<file path="config.mk">
export PLATFORM = sky130hd
export DESIGN_NAME = branch_predict_unit
export DESIGN_NICKNAME = d
export VERILOG_FILES = /design/src/rtl/branch_pkg.sv /design/src/rtl/branch_compare.sv /design/src/rtl/branch_predict_unit.sv
export SDC_FILE = /design/constraint.sdc
export NUM_CORES = 1
export LEC_CHECK = 0
export ABC_AREA = 0
export CORE_ASPECT_RATIO = 1.1
export CORE_MARGIN = 3
export CORE_UTILIZATION = 38
export CTS_BUF_LIST = sky130_fd_sc_hd__clkbuf_4 sky130_fd_sc_hd__clkbuf_8
export CTS_CLUSTER_SIZE = 10
export DETAILED_ROUTE_END_ITERATION = 12
export PLACE_DENSITY = 0.86
export RECOVER_POWER = 50
export SETUP_SLACK_MARGIN = 0.4
export SYNTH_ARGS = -nofsm -noshare
export SYNTH_HDL_FRONTEND = slang
export SYNTH_HIERARCHICAL = 1
export SYNTH_SLANG_ARGS = --single-unit
</file>
<file path="constraint.sdc">
create_clock -name clk -period 3.4 [get_ports clk]
set_clock_uncertainty 0.2 [all_clocks]
set_input_delay 0.68 -clock clk [delete_from_list [all_inputs] [get_ports clk]]
set_output_delay 0.68 -clock clk [all_outputs]
set_load 0.01 [all_outputs]
</file>
<file path="src/rtl/branch_pkg.sv">
// Shared types for the branch predict unit: branch condition codes, 2-bit
// history counter states, and the saturating counter step.
package branch_pkg;

    typedef enum logic [2:0] {
        F3_BEQ  = 3'b000,
        F3_BNE  = 3'b001,
        F3_BLT  = 3'b100,
        F3_BGE  = 3'b101,
        F3_BLTU = 3'b110,
        F3_BGEU = 3'b111
    } func3_e;

    typedef enum logic [1:0] {
        CNT_SNT = 2'b00,
        CNT_WNT = 2'b01,
        CNT_WT  = 2'b10,
        CNT_ST  = 2'b11
    } cnt_state_e;

    // Counters stick at the strong states instead of wrapping around.
    function automatic logic [1:0] cnt_next(input logic [1:0] cur, input logic taken);
        logic [1:0] nxt;
        nxt = cur;
        if (taken) begin
            if (cur != CNT_ST) nxt = cur + 2'd1;
        end else begin
            if (cur != CNT_SNT) nxt = cur - 2'd1;
        end
        return nxt;
    endfunction

endpackage

</file>
<file path="src/rtl/branch_compare.sv">
// Combinational branch condition evaluator; flags the two undefined
// func_3 encodings as illegal and never reports them as taken.
module branch_compare
    import branch_pkg::*;
#(
    parameter int XLEN = 32
) (
    input  logic [XLEN-1:0] rs1,
    input  logic [XLEN-1:0] rs2,
    input  logic [2:0]      func_3,
    output logic            taken,
    output logic            illegal
);

    always_comb begin
        taken   = 1'b0;
        illegal = 1'b0;
        case (func_3)
            F3_BEQ:  taken = (rs1 == rs2);
            F3_BNE:  taken = (rs1 != rs2);
            F3_BLT:  taken = ($signed(rs1) <  $signed(rs2));
            F3_BGE:  taken = ($signed(rs1) >= $signed(rs2));
            F3_BLTU: taken = (rs1 <  rs2);
            F3_BGEU: taken = (rs1 >= rs2);
            default: illegal = 1'b1;
        endcase
    end

endmodule

</file>
<file path="src/rtl/branch_predict_unit.sv">
// Bimodal branch predictor (2-bit counter table) with execute-stage branch
// resolution. Define BRANCH_STATS_EN to add branch/mispredict counters.
module branch_predict_unit
    import branch_pkg::*;
#(
    parameter int XLEN      = 32,
    parameter int BHT_DEPTH = 16
) (
    input  logic            clk,
    input  logic            rst,
    input  logic [31:0]     pc_f,
    output logic            predict_taken_f,
    input  logic            en_e,
    input  logic            stall_e,
    input  logic [2:0]      func_3_e,
    input  logic [31:0]     pc_e,
    input  logic [XLEN-1:0] rs1_e,
    input  logic [XLEN-1:0] rs2_e,
    input  logic            pred_taken_e,
    output logic            taken_e,
    output logic            mispredict_e,
    output logic            illegal_e
`ifdef BRANCH_STATS_EN
    ,
    output logic [31:0]     branch_cnt,
    output logic [31:0]     mispredict_cnt
`endif
);

    localparam int IDX_W = $clog2(BHT_DEPTH);

    logic [1:0]       cnt_q [BHT_DEPTH];
    logic [1:0]       cnt_d [BHT_DEPTH];
    logic [IDX_W-1:0] idx_f;
    logic [IDX_W-1:0] idx_e;
    logic             cmp_taken;
    logic             cmp_illegal;
    logic             update;
    logic             unused_pc_bits;

    branch_compare #(.XLEN(XLEN)) u_compare (
        .rs1     (rs1_e),
        .rs2     (rs2_e),
        .func_3  (func_3_e),
        .taken   (cmp_taken),
        .illegal (cmp_illegal)
    );

    assign idx_f          = pc_f[IDX_W+1:2];
    assign idx_e          = pc_e[IDX_W+1:2];
    assign unused_pc_bits = ^{pc_f[31:IDX_W+2], pc_f[1:0], pc_e[31:IDX_W+2], pc_e[1:0]};

    assign illegal_e       = en_e & cmp_illegal;
    assign taken_e         = en_e & ~cmp_illegal & cmp_taken;
    assign mispredict_e    = en_e & ~cmp_illegal & (taken_e != pred_taken_e);
    assign update          = en_e & ~stall_e & ~cmp_illegal;
    assign predict_taken_f = cnt_q[idx_f][1];

    always_comb begin
        cnt_d = cnt_q;
        if (update) cnt_d[idx_e] = cnt_next(cnt_q[idx_e], taken_e);
    end

    // Reset wins over a same-edge update so no partial table state survives.
    always_ff @(posedge clk) begin
        if (rst) begin
            for (int i = 0; i < BHT_DEPTH; i++) cnt_q[i] <= CNT_WNT;
        end else begin
            cnt_q <= cnt_d;
        end
    end

`ifdef BRANCH_STATS_EN
    logic [31:0] branch_cnt_q;
    logic [31:0] branch_cnt_d;
    logic [31:0] mispredict_cnt_q;
    logic [31:0] mispredict_cnt_d;

    always_comb begin
        branch_cnt_d     = branch_cnt_q;
        mispredict_cnt_d = mispredict_cnt_q;
        if (update) begin
            branch_cnt_d = branch_cnt_q + 32'd1;
            if (mispredict_e) mispredict_cnt_d = mispredict_cnt_q + 32'd1;
        end
    end

    always_ff @(posedge clk) begin
        if (rst) begin
            branch_cnt_q     <= '0;
            mispredict_cnt_q <= '0;
        end else begin
            branch_cnt_q     <= branch_cnt_d;
            mispredict_cnt_q <= mispredict_cnt_d;
        end
    end

    assign branch_cnt     = branch_cnt_q;
    assign mispredict_cnt = mispredict_cnt_q;
`endif

endmodule

</file>
==> results.sh, run 1 <==
export IMPL_cp_num_buf_inv=5
export IMPL_netlist_area_um2=2850
export IMPL_comb_power_share_pct=40.1
export IMPL_first_pass_iters=5
export IMPL_grt_max_degree=20
export IMPL_reg_top3="cnt_q: 32 flops"
export IMPL_internal_power_uw=753
export IMPL_max_vdd_ir_drop_mv=0.124
export IMPL_r2r_start="cnt_q[8]$_SDFFE_PP1P_"
export IMPL_hold_class="register to register"
export IMPL_port_buffers=83
export IMPL_cts_hold_buf=0
export IMPL_synth_net_count=502
export IMPL_yosys_top_cells_area="dfxtp_1, ha_1, mux2i_1, a21oi_1, inv_1"
export IMPL_grt_remaining_overflow=0
export IMPL_setup_ws_ns=-0.384
export IMPL_worstSetupPathType="primary input to output port"
export IMPL_syn_avg_cell_area_um2=8.53
export IMPL_clockBufferDepth=2
export IMPL_cpMaxStageDelayCell="a211o_2"
export IMPL_max_cap_viol_count=0
export IMPL_vias=3142
export IMPL_fp_row_count=32
export IMPL_largest_register_ffs=32
export IMPL_clockPowerShare_pct=25.6
export IMPL_antenna_found_initial=0
export IMPL_hold_viol=0
export IMPL_cp_max_fo=2
export IMPL_worstSetupStartpointType="primary input"
export IMPL_rsz0062_at_grt="true"
export IMPL_hold_start="cnt_q[12]$_SDFFE_PP1P_"
export IMPL_cp_top_family="buffers and inverters"
export IMPL_dp_hpwl_mm=6.64
export IMPL_yosysSeqAreaShare_pct=22.5
export IMPL_power_frac_seq_pct=34.4
export IMPL_drive_above_1_share_pct=52.2
export IMPL_h_tree_depth=2
export IMPL_tightest_slew_ns=0.781
export IMPL_drt_wl_total_mm=9.73
export IMPL_failed_checks="setup timing"
export IMPL_setup_violations=34
export IMPL_ios=140
export IMPL_yosysUniqueCellTypes=58
export IMPL_synth_edf_count=0
export IMPL_drc=0
export IMPL_slowest_delay_ns=0.34
export IMPL_dieArea_um2=8570
export IMPL_post_drt_wl_per_cell_um=18.0
export IMPL_startpoint="rs1_e[27]"
export IMPL_initial_core_util_pct=40.0
export IMPL_switching_power_uw=357
export IMPL_max_freq_ghz=0.264
export IMPL_relSlewSlack_pct=47.8
export IMPL_largest_register="cnt_q"
export IMPL_cts_tree="yes"
export IMPL_arrival_ns=2.90
export IMPL_synth_top_cell_area_share_pct=22.5
export IMPL_nNetsFinal=624
export IMPL_yosysTopAreaCell="dfxtp_1"
export IMPL_ys_seq_elements=32
export IMPL_yosysMostFrequentCell="inv_1"
export IMPL_finalCriticalPeriod_ns=3.78
export IMPL_cts_root_buf="clkbuf_8"
export IMPL_grt_usage_pct=21.7
export IMPL_die_width_um=88.5
export IMPL_grt_pass1_wl_mm=14.9
export IMPL_viasPerCell=5.81
export IMPL_synth_commonest_cells="inv_1, a21oi_1, dfxtp_1, ha_1, nor2_1"
export IMPL_syn_inst=334
export IMPL_synthArstFlopShare_pct=0
export IMPL_place_gp_congestion=0.871
export IMPL_slew_violations=0
export IMPL_cts_buffers=5
export IMPL_cts_sinks=32
export IMPL_cp_cell_sequence="buf_6 -> ha_4 -> nand4_1 -> buf_4 -> nor4_4 -> buf_4 -> buf_6 -> a211oi_4 -> a311oi_2 -> a211o_2 -> nor3_4 -> xnor2_2 -> nor3b_2 -> buf_2"
export IMPL_clk_pin_slew_ns=0.06
export IMPL_hold_slack_ns=0.292
export IMPL_p_leak_uw=0.00191
export IMPL_grt_pass1_vias=3214
export IMPL_outcome="finished with violations"
export IMPL_yosysWarningCount=6
export IMPL_initialDrtViolationCount=170
export IMPL_swShare_pct=32.1
export IMPL_powerDensity_nw_per_um2=235
export IMPL_clk_latency_ns=0.29
export IMPL_cp_end_kind="output port"
export IMPL_coreArea_um2=7130
export IMPL_post_route_period_util_pct=111
export IMPL_die_h_um=96.8
export IMPL_num_antenna_cells=0
export IMPL_synth_flop_cell="dfxtp_1"
export IMPL_power_total_uw=1110
export IMPL_area_delta_synth_final_pct=65.6
export IMPL_postRouteAntennaNets=0
export IMPL_crit_required_ns=2.52
export IMPL_dp_slack_ns=-1.19
## cell usage in the layout, fill, tap and decap left out, types with 4 or more instances in the layout
cell type	instances
inv_1	6
clkbuf_2	25
nor2_1	22
clkbuf_8	5
a21oi_2	17
dfxtp_1	32
nor3b_1	6
a21oi_1	16
buf_2	17
clkdlybuf4s50_1	12
nand3_1	7
mux2i_1	18
nor3_1	12
nand2_1	20
buf_6	24
inv_4	4
o21ai_0	4
o21ai_2	5
buf_4	32
ha_4	29
inv_2	26
nor4_4	4
mux4_2	6
a22oi_1	4
nand4_1	7
clkdlybuf4s15_1	7
## per-stage QoR
step,instance area [um^2],std cells,TNS [ns],util (%)
CTS,4480,530,-0.709,62.9
detailed placement,4050,515,-23.98,56.8
finish,4720,541,-8.44,66.2
global placement,4050,515,-20.95,56.8
floorplan,2990,334,0,-
global route,4720,541,-12.08,66.2
## final timing paths
check	end	slack, ns	cells after the start
worst max-delay path	mispredict_e	-0.38	14
worst min-delay path	cnt_q[12]$_SDFFE_PP1P_	0.29	2
worst max register to register	cnt_q[20]$_SDFFE_PP1P_	1.08	7
worst min register to register	cnt_q[12]$_SDFFE_PP1P_	0.29	2
## cell type report
class	instances	area [um^2]
Clock inverter	1	5.00
Timing Repair Buffer	125	1010
Clock buffer	6	76.3
Inverter	37	161
Fill cell	522	2410
Multi-Input combinational cell	255	2720
Tap cell	85	106
Sequential cell	32	641
## cells by family after synthesis
logic type | share of synthesized area (%)
AND/OR/NAND/NOR | 22.4
AO/OA/AOI/OAI | 19.9
buffers and inverters | 7.03
adder cells (fa/ha/maj) | 14.1
flip-flops | 22.5
multiplexers | 13.8
XOR/XNOR | 0.308
## tightest hold or removal path, delay by kind of cell (launching register included)
family         cells  cell delay [ns]
AO/OA/AOI/OAI      2             0.12
flip-flops         1             0.34
## metal layers
layer  track usage [%]  vias up  part of all wire [%]
met3              3.15       35                   5.4
met1              24.8     1485                    37
met4              7.44        0                   3.2
met2              39.8      135                    54
li1                  -     1487                     -
met5                 0        -                     0
## power groups by stage
stage	Clock, uW	Combinational [uW]	Sequential [uW]
after detailed placement	0	340	390
after global routing	303	479	381
after floorplan	0	176	389
after CTS	287	384	381
after global placement	0	328	389
final	284	445	381
## timing repair
item,CTS,global route
pin swaps,76,49
gates resized for setup,256,103
setup buffers,8,11
setup endpoints to repair,36,35
Note: power is estimated with default switching activity, not from simulation.
==> inputs of run 2 (changes only) <==
PLACE_DENSITY = 0.87   (was 0.86)
==> results.sh, run 2 (synthesis gave the netlist of run 1 again) <==
export IMPL_area_delta_synth_final_pct=66.4
export IMPL_max_vdd_ir_drop_mv=0.135
export IMPL_reg2reg_slack_ns=1.06
export IMPL_worstSetupStartpointType="primary input"
export IMPL_max_freq_ghz=0.269
export IMPL_drive_above_1_share_pct=53.2
export IMPL_cp_top_family="simple AND/OR/NAND/NOR gates"
export IMPL_finalCriticalPeriod_ns=3.72
export IMPL_slowest_delay_ns=0.40
export IMPL_clk_latency_ns=0.30
export IMPL_num_antenna_cells=0
export IMPL_coreArea_um2=7130
export IMPL_postRouteAntennaNets=0
export IMPL_cts_buffers=5
export IMPL_multiInputGateArea_um2=2730
export IMPL_nNetsFinal=624
export IMPL_place_gp_congestion=0.831
export IMPL_hold_start="cnt_q[14]$_SDFFE_PP1P_"
export IMPL_setup_violations=33
export IMPL_arrival_ns=2.84
export IMPL_startpoint="rs1_e[18]"
export IMPL_crit_required_ns=2.52
export IMPL_die_width_um=88.5
export IMPL_final_cell_mix="dfxtp_1, buf_4, buf_2, ha_4, inv_2"
export IMPL_post_drt_wl_per_cell_um=19.3
export IMPL_cts_root_buf="clkbuf_8"
export IMPL_outcome="finished with violations"
export IMPL_cp_cell_sequence="buf_6 -> ha_4 -> nand4_1 -> nor4_4 -> buf_4 -> o31a_1 -> nor4_4 -> nor3_4 -> buf_4 -> nand3b_1 -> inv_2 -> buf_6"
export IMPL_rsz0062_at_grt="true"
export IMPL_grt_pass1_wl_mm=16.2
export IMPL_dp_hpwl_mm=6.77
export IMPL_clk_pin_slew_ns=0.06
export IMPL_viasPerCell=5.94
export IMPL_slew_violations=0
export IMPL_ios=140
export IMPL_tightest_slew_ns=0.736
export IMPL_largest_register_ffs=32
export IMPL_relSlewSlack_pct=50.8
export IMPL_largest_register="cnt_q"
export IMPL_drt_wl_total_mm=10.5
export IMPL_cts_tree="yes"
export IMPL_max_cap_viol_count=0
export IMPL_p_leak_uw=0.00193
export IMPL_cts_sinks=32
export IMPL_h_tree_depth=2
export IMPL_fp_row_count=32
export IMPL_initial_core_util_pct=40.0
export IMPL_failed_checks="setup timing"
export IMPL_first_pass_iters=5
export IMPL_initialDrtViolationCount=126
export IMPL_clockBufferDepth=2
export IMPL_reg_top3="cnt_q: 32 flops"
export IMPL_fillers=510
export IMPL_vias=3221
export IMPL_seqCellArea_um2=641
export IMPL_hold_class="register to register"
export IMPL_grt_remaining_overflow=0
export IMPL_grt_usage_pct=23.6
export IMPL_grt_max_degree=20
export IMPL_post_route_period_util_pct=109
export IMPL_cp_num_buf_inv=5
export IMPL_cp_max_fo=3
export IMPL_dieArea_um2=8570
export IMPL_grt_pass1_vias=3417
export IMPL_dp_slack_ns=-1.17
export IMPL_port_buffers=83
export IMPL_powerDensity_nw_per_um2=261
export IMPL_hold_viol=0
export IMPL_setup_ws_ns=-0.319
export IMPL_cp_end_kind="output port"
export IMPL_r2r_start="cnt_q[13]$_SDFFE_PP0P_"
export IMPL_tns_ns=-5.89
export IMPL_drc=0
export IMPL_antenna_found_initial=0
export IMPL_worstSetupPathType="primary input to output port"
export IMPL_die_h_um=96.8
export IMPL_cpMaxStageDelayCell="nor4_4"
## run 2: timing repair
item                                    CTS  global route
resized for setup                       266            95
hold buffers                              0             0
buffers inserted                         12             7
endpoints found under the setup margin   36            36
pin swaps                                62            32
## run 2: metrics by stage
stage,utilization [%],std cells,cell area (um^2),power (uW),hold slack (ns)
after floorplan,-,334,2990,565,0.244
after global placement,57.0,515,4060,720,0.253
after detailed placement,57.0,515,4060,735,0.265
after CTS,65.2,535,4640,1190,0.288
after global routing,66.5,542,4740,1290,0.309
final,66.5,542,4740,1240,0.283
## run 2: layer usage
| layer | GRT usage, % | up-vias | part of all wire, % | wire, um |
|---|---|---|---|---|
| met1 | 25.2 | 1539 | 36 | 3730 |
| met2 | 42.4 | 136 | 54 | 5650 |
| met3 | 3.75 | 55 | 4.5 | 469 |
| met5 | 0 | - | 0 | 0 |
| li1 | - | 1491 | - | - |
| met4 | 13.4 | 0 | 5.8 | 605 |
## run 2: worst paths after layout
| path | end | depth (start not counted) |
|---|---|---|
| hold / removal | cnt_q[14]$_SDFFE_PP1P_ | 2 |
| hold reg to reg | cnt_q[14]$_SDFFE_PP1P_ | 2 |
| setup reg to reg | cnt_q[6]$_SDFFE_PP1P_ | 7 |
| setup / recovery | taken_e | 12 |
## run 2: worst min-delay path, cell delays in order (launching register included)
cell     delay (ns)
dfxtp_1        0.33
a21oi_1        0.07
o21ai_2        0.05
## run 2: final cells by class
cell class / count / area share (%)
timing repair buffer: 125 / 20.7
clock buffer: 7 / 2.03
multi-input combinational: 255 / 57.6
clock inverter: 1 / 0.634
inverter: 37 / 3.30
tap: 85 / 2.24
sequential: 32 / 13.5
## run 2: where the power goes
part	internal, uW	total, uW	switching (uW)	leakage [uW]
combinational	226	451	225	0.00161
clock	258	405	147	0.0000645
sequential	378	381	2.60	0.000259
total	863	1240	375	0.00193
